## config.mk

```make
export PLATFORM = sky130hd
export DESIGN_NAME = irq_entry_ctrl
export DESIGN_NICKNAME = d
export VERILOG_FILES = /design/src/rtl/vic_pkg.sv /design/src/rtl/irq_pending_latch.sv /design/src/rtl/irq_entry_ctrl.sv
export SDC_FILE = /design/constraint.sdc
export NUM_CORES = 1
export LEC_CHECK = 0
export BUFFER_PORTS_ARGS = -buffer_cell sky130_fd_sc_hd__buf_2
export CORE_MARGIN = 2
export CORE_UTILIZATION = 50
export DETAILED_ROUTE_END_ITERATION = 8
export PLACE_DENSITY = 0.86
export SETUP_SLACK_MARGIN = 0.3
export SYNTH_ARGS = -nofsm -noshare
export SYNTH_HDL_FRONTEND = slang
export SYNTH_SLANG_ARGS = --single-unit
```

## constraint.sdc

```tcl
create_clock -name i_clk -period 2.83 [get_ports i_clk]
set_input_delay 0.283 -clock i_clk [delete_from_list [all_inputs] [get_ports i_clk]]
set_output_delay 0.283 -clock i_clk [all_outputs]
set_load 0.05 [all_outputs]
```

## src/rtl/vic_pkg.sv

```systemverilog
// Shared definitions for the VICtor interrupt link: source count, vector width,
// vector-table base default and the CPU-side entry FSM state encoding.
package vic_pkg;

  localparam int          NUM_IRQ         = 31;
  localparam int          VEC_W           = 5;
  localparam logic [31:0] VT_BASE_DEFAULT = 32'h0000_0000;

  typedef enum logic [2:0] {
    IDLE     = 3'd0,
    WAIT_BND = 3'd1,
    VT_RD    = 3'd2,
    VT_WAIT  = 3'd3,
    SERVICE  = 3'd4,
    RET      = 3'd5
  } state_e;

endpackage

```

## src/rtl/irq_pending_latch.sv

```systemverilog
// Holds the pending interrupt request and its vector number. A new request in
// the same cycle as a clear wins, so a request arriving at handler entry is kept.
module irq_pending_latch
  import vic_pkg::*;
#(
  parameter int VEC_W = vic_pkg::VEC_W
) (
  input  logic             i_clk,
  input  logic             i_rst_n,
  input  logic             i_set,
  input  logic [VEC_W-1:0] i_set_vec,
  input  logic             i_clr,
  output logic             o_pend,
  output logic [VEC_W-1:0] o_vec
);

  logic             pend_q, pend_d;
  logic [VEC_W-1:0] vec_q,  vec_d;

  // NOTE: every always_comb output gets a default before any branch, so no latch is inferred.
  always_comb begin
    pend_d = pend_q;
    vec_d  = vec_q;
    if (i_set) begin
      pend_d = 1'b1;
      vec_d  = i_set_vec;
    end else if (i_clr) begin
      pend_d = 1'b0;
    end
  end

  // NOTE: state is updated with non-blocking assignments so all flops sample the same pre-edge values.
  always_ff @(posedge i_clk or negedge i_rst_n) begin
    if (!i_rst_n) begin
      pend_q <= 1'b0;
      vec_q  <= '0;
    end else begin
      pend_q <= pend_d;
      vec_q  <= vec_d;
    end
  end

  assign o_pend = pend_q;
  assign o_vec  = vec_q;

endmodule

```

## src/rtl/irq_entry_ctrl.sv

```systemverilog
// CPU-side interrupt entry/exit controller: latches the VIC request, saves the
// return PC at an instruction boundary, fetches the handler vector and redirects fetch.
module irq_entry_ctrl
  import vic_pkg::*;
#(
  parameter int             PC_W    = 32,
  parameter int             VEC_W   = vic_pkg::VEC_W,
  parameter logic [PC_W-1:0] VT_BASE = PC_W'(vic_pkg::VT_BASE_DEFAULT),
  parameter int             CNT_W   = 16
) (
  input  logic             i_clk,
  input  logic             i_rst_n,
  input  logic             i_irq,
  input  logic [VEC_W-1:0] i_irq_addr,
  input  logic             i_gie,
  input  logic             i_boundary,
  input  logic [PC_W-1:0]  i_pc,
  input  logic             i_reti,
  input  logic [PC_W-1:0]  i_vt_data,
  output logic             o_vt_rd,
  output logic [PC_W-1:0]  o_vt_addr,
  output logic             o_redirect,
  output logic [PC_W-1:0]  o_target_pc,
  output logic [PC_W-1:0]  o_epc,
  output logic             o_in_service,
  output logic [CNT_W-1:0] o_irq_count,
  output logic             o_bad_reti
);

  state_e           state_q, state_d;
  logic             vt_rd_q, vt_rd_d;
  logic [PC_W-1:0]  vt_addr_q, vt_addr_d;
  logic             redirect_q, redirect_d;
  logic [PC_W-1:0]  target_pc_q, target_pc_d;
  logic [PC_W-1:0]  epc_q, epc_d;
  logic             in_service_q, in_service_d;
  logic [CNT_W-1:0] irq_count_q, irq_count_d;
  logic             bad_reti_q, bad_reti_d;

  logic             pend;
  logic [VEC_W-1:0] vec;
  logic             pend_clr;

  irq_pending_latch #(
    .VEC_W (VEC_W)
  ) u_pending (
    .i_clk     (i_clk),
    .i_rst_n   (i_rst_n),
    .i_set     (i_irq),
    .i_set_vec (i_irq_addr),
    .i_clr     (pend_clr),
    .o_pend    (pend),
    .o_vec     (vec)
  );

  always_comb begin
    state_d      = state_q;
    vt_rd_d      = vt_rd_q;
    vt_addr_d    = vt_addr_q;
    redirect_d   = redirect_q;
    target_pc_d  = target_pc_q;
    epc_d        = epc_q;
    in_service_d = in_service_q;
    irq_count_d  = irq_count_q;
    bad_reti_d   = bad_reti_q;
    pend_clr     = 1'b0;

    // RETI is only meaningful while a handler runs; anywhere else it is flagged and dropped.
    if (i_reti && (state_q != SERVICE)) begin
      bad_reti_d = 1'b1;
    end

    unique case (state_q)
      IDLE: begin
        if (pend && i_gie) state_d = WAIT_BND;
      end
      WAIT_BND: begin
        if (!i_gie) begin
          state_d = IDLE;
        end else if (i_boundary) begin
          epc_d     = i_pc;
          vt_addr_d = VT_BASE + PC_W'({vec, 2'b00});
          vt_rd_d   = 1'b1;
          state_d   = VT_RD;
        end
      end
      VT_RD: begin
        vt_rd_d = 1'b0;
        state_d = VT_WAIT;
      end
      VT_WAIT: begin
        target_pc_d  = i_vt_data;
        redirect_d   = 1'b1;
        in_service_d = 1'b1;
        pend_clr     = 1'b1;
        irq_count_d  = irq_count_q + CNT_W'(1);
        state_d      = SERVICE;
      end
      SERVICE: begin
        redirect_d = 1'b0;
        if (i_reti) begin
          target_pc_d  = epc_q;
          redirect_d   = 1'b1;
          in_service_d = 1'b0;
          state_d      = RET;
        end
      end
      RET: begin
        redirect_d = 1'b0;
        state_d    = IDLE;
      end
      default: state_d = IDLE;
    endcase
  end

  always_ff @(posedge i_clk or negedge i_rst_n) begin
    if (!i_rst_n) begin
      state_q      <= IDLE;
      vt_rd_q      <= 1'b0;
      vt_addr_q    <= '0;
      redirect_q   <= 1'b0;
      target_pc_q  <= '0;
      epc_q        <= '0;
      in_service_q <= 1'b0;
      irq_count_q  <= '0;
      bad_reti_q   <= 1'b0;
    end else begin
      state_q      <= state_d;
      vt_rd_q      <= vt_rd_d;
      vt_addr_q    <= vt_addr_d;
      redirect_q   <= redirect_d;
      target_pc_q  <= target_pc_d;
      epc_q        <= epc_d;
      in_service_q <= in_service_d;
      irq_count_q  <= irq_count_d;
      bad_reti_q   <= bad_reti_d;
    end
  end

  assign o_vt_rd      = vt_rd_q;
  assign o_vt_addr    = vt_addr_q;
  assign o_redirect   = redirect_q;
  assign o_target_pc  = target_pc_q;
  assign o_epc        = epc_q;
  assign o_in_service = in_service_q;
  assign o_irq_count  = irq_count_q;
  assign o_bad_reti   = bad_reti_q;

endmodule

```

==> key figures <==
Floorplan
  • Core ar.: 0.00830 mm^2
  • # rows: 33
  • Die area: 0.00944 mm^2
  • Die H: 97.2 um
  • Ports: 191
  • Chip width: 97.2 um
  • Initial Utilization: 52.3%

Power and ir drop
  • Peak supply drop: 794 uV
  • Comb pwr share: 53.3%
  • Sw Share: 52.6%
  • Clk network pwr share: 12.7%
  • Sequential power share: 34.0%
  • Leakage power: 0.00268 uW
  • Internal power: 3300 uW
  • Power density cells: 1300 mW/mm^2
  • Net switching power: 3650 uW

Placed design
  • Port Buffers: 163
  • Post-DP HPWL: 7190 um
  • Placement Setup Slack: 0.949 ns
  • Gpl congestion: 0.724
  • Inst Count DP: 606

Detailed routing
  • Routed Antenna Nets: 0
  • M1 WL: 3780 um
  • Total Routed Length: 9470 um
  • 1st-pass router iterations: 4
  • WL per Instance: 15.2 um
  • Met3 wire len: 758 um
  • Met2 wire len: 4820 um
  • Vias per inst: 4.94
  • Uppermost layer routed: met4
  • Post-route DRC: 0
  • Vias: 3076
  • 1st-iter DRT viols: 76

Yosys
  • Sequential share of the synthesized area: 56.5%
  • Post-synth EDFFs: 0
  • Synth unique cells: 37
  • Post-Synthesis Cells: 351
  • Synth warn: 0
  • Post-synthesis register bit count: 98
  • Post-synth top flop: dfrtp_1
  • Async SR Flop Fraction: 100%
  • Mapped cell area: 0.00434 mm^2
  • Mapped Avg Cell Area: 12.4 um^2

Timing
  • Hold slack: 0.155 ns
  • Max-slew headroom: 58.2%
  • Worst Tran Pin Value: 0.626 ns
  • Setup TNS: 0 ns
  • Fmax: 0.542 GHz
  • RSZ-0062 raised after global routing: false
  • Final setup skew: 0.0173 ns
  • Final WS setup: 0.985 ns
  • Final period util: 65.2%
  • Setup-failing EPs final: 0
  • Final min period: 1.85 ns
  • Fin. max-slew vios: 0
  • Final Hold Vio Count: 0

Setup path
  • WS Path Type: reg -> reg
  • Crit path DAT: 2.07 ns
  • Worst Setup Start Kind: register
  • Crit path max-delay family: compound AO/OA/AOI/OAI gates
  • Ordered cell list for the critical path: and3b_1 > a21oi_4 > buf_12 > o21ai_0
  • Crit-path max FO: 40
  • Buf/Inv on CP: 1
  • Slowest stage cell, crit path: dfrtp_1
  • WP data required: 3.06 ns
  • Largest stage delay, worst path: 0.53 ns
  • CP Capture Type: register

Finish
  • Post-Route Utilization: 64.4%
  • Share of cells above drive strength 1: 45.6%
  • Synth-to-layout area growth: 23.2%
  • N_diodes: 0
  • Nets: 589
  • Layout filler cell count: 677
  • Post-route insts no fill: 623

Global routing
  • Global Route Usage Sum: 20.7%
  • Vias in the first global route: 3263
  • Largest net degree at the start of global routing: 53
  • Initial antenna violation count: 0
  • First-pass GRT wire length: 15800 um
  • Congestion Overflow GR: 0

CTS
  • CTS buffer count: 9
  • Post-CTS sizing: 0
  • H-tree depth: 3
  • Clk_lat worst skew: 0.35 ns
  • Reg clk slew, reported paths: 0.11 ns
  • Root buf cell: clkbuf_8
  • Clock tree buffer depth: 2
  • # clock sinks: 98
  • TritonCTS clock tree: done

Run
  • Number of max-cap violations: 0

Outcome
  • Status: finished clean

Hold path
  • Classification of the worst-slack hold path: in -> reg
[state kept, by name, summed over array words and instances (netlist names)]
| register | count |
|---|---|
| o_target_pc | 32 |
| u_pending.o_pend | 1 |
| o_epc | 32 |
| o_vt_addr | 5 |
| o_irq_count | 16 |
| o_redirect | 1 |
| o_bad_reti | 1 |
| u_pending.o_vec | 5 |
| state_q | 3 |
| o_in_service | 1 |
| o_vt_rd | 1 |
[logic make-up (layout without fill, tap and decap cells)]
| group | Yosys count | in the layout | synth area share (%) |
|---|---|---|---|
| buf+inv | 46 | 187 | 7.81 |
| xor+xnor | 15 | 15 | 3.03 |
| mux | 75 | 75 | 18.6 |
| fa+ha+maj | 1 | 1 | 0.288 |
| compound gates | 40 | 40 | 5.02 |
| simple gates | 75 | 75 | 8.65 |
| other cells | 1 | 27 | 0.0864 |
| flops | 98 | 98 | 56.5 |
[per-stage QoR]
step	cell area (um^2)	total power (uW)
final	5350	6950
after detailed placement	5140	6130
after floorplan	4440	5260
after global placement	5140	6000
after global routing	5350	7300
after CTS	5350	7000
[power by group through the flow]
stage          Clock [uW]  Combinational [uW]  Sequential [uW]
3_3_place_gp            0                3650             2350
3_5_place_dp            0                3730             2390
5_1_grt               957                3900             2450
4_1_cts               900                3730             2370
2_1_floorplan           0                1110             4140
6_report              881                3700             2360
[path summary, 6_finish.rpt]
kind / depth (start not counted) / endpoint / slack [ns] / start
max: 4 / o_target_pc[18]$_DFFE_PN0P_ / 0.98 / state_q[2]$_DFFE_PN0P_
min: 2 / o_epc[7]$_DFFE_PN0P_ / 0.15 / i_pc[7]
max reg2reg: 4 / o_target_pc[18]$_DFFE_PN0P_ / 0.98 / state_q[2]$_DFFE_PN0P_
min reg2reg: 1 / o_bad_reti$_DFFE_PN0P_ / 0.47 / o_bad_reti$_DFFE_PN0P_
max in group asynchronous: 3 / state_q[0]$_DFFE_PN0P_ / 1.64 / i_rst_n
min in group asynchronous: 2 / o_epc[15]$_DFFE_PN0P_ / 0.49 / i_rst_n
[placed cells by master (no fill, tap or decap), types with 6 or more instances in the layout]
| cell | count |
|---|---|
| buf_2 | 162 |
| mux2i_1 | 32 |
| nand2_1 | 45 |
| mux2_2 | 42 |
| nand3_1 | 6 |
| xnor2_1 | 10 |
| o21ai_1 | 8 |
| conb_1 | 27 |
| clkbuf_8 | 10 |
| o21ai_0 | 26 |
| dfrtp_1 | 98 |
[per-layer routing]
layer,global-route usage (%),vias up
met2,37.1,136
met3,5.68,8
li1,-,1464
met5,0,-
met1,24.0,1468
met4,6.50,0
[final cells by class]
type / instances / area (um^2) / area share [%]
sequential: 98 / 2450 / 45.9
multi-input combinational: 233 / 1670 / 31.2
timing repair buffer: 170 / 898 / 16.8
clock buffer: 10 / 138 / 2.57
tap: 105 / 131 / 2.46
clock inverter: 6 / 56.3 / 1.05
inverter: 1 / 3.75 / 0.0702
[cells in the mapped netlist, types with 2 or more instances]
library cell	count	share of area (%)
nand3_1	6	0.69
buf_2	4	0.46
xor2_1	5	1.0
nor3_2	2	0.46
mux2_2	42	11
mux2i_1	32	7.4
o21ai_1	8	0.92
o21ai_0	26	3.0
a21o_1	2	0.35
and3_1	2	0.29
nand2_1	45	3.9
buf_6	4	1.0
nor2_1	4	0.35
nand4_1	4	0.58
nor3_1	2	0.23
clkbuf_1	2	0.17
xnor2_1	10	2.0
buf_4	35	6.1
dfrtp_1	98	57
[repair_timing]
| action | CTS | global route |
|---|---|---|
| setup buffers | 0 | 0 |
| setup endpoints to repair | 0 | 0 |
| endpoints found under the hold margin | 46 | 0 |
| hold buffers | 1 | 0 |
[worst reg2reg max path, delay by kind of cell (launching register included)]
kind	cells	cell delay (ns)
AO/OA/AOI/OAI	2	0.65
flip-flops	1	0.53
AND/OR/NAND/NOR	1	0.29
buffers and inverters	1	0.27
(Power assumes the default switching activity.)
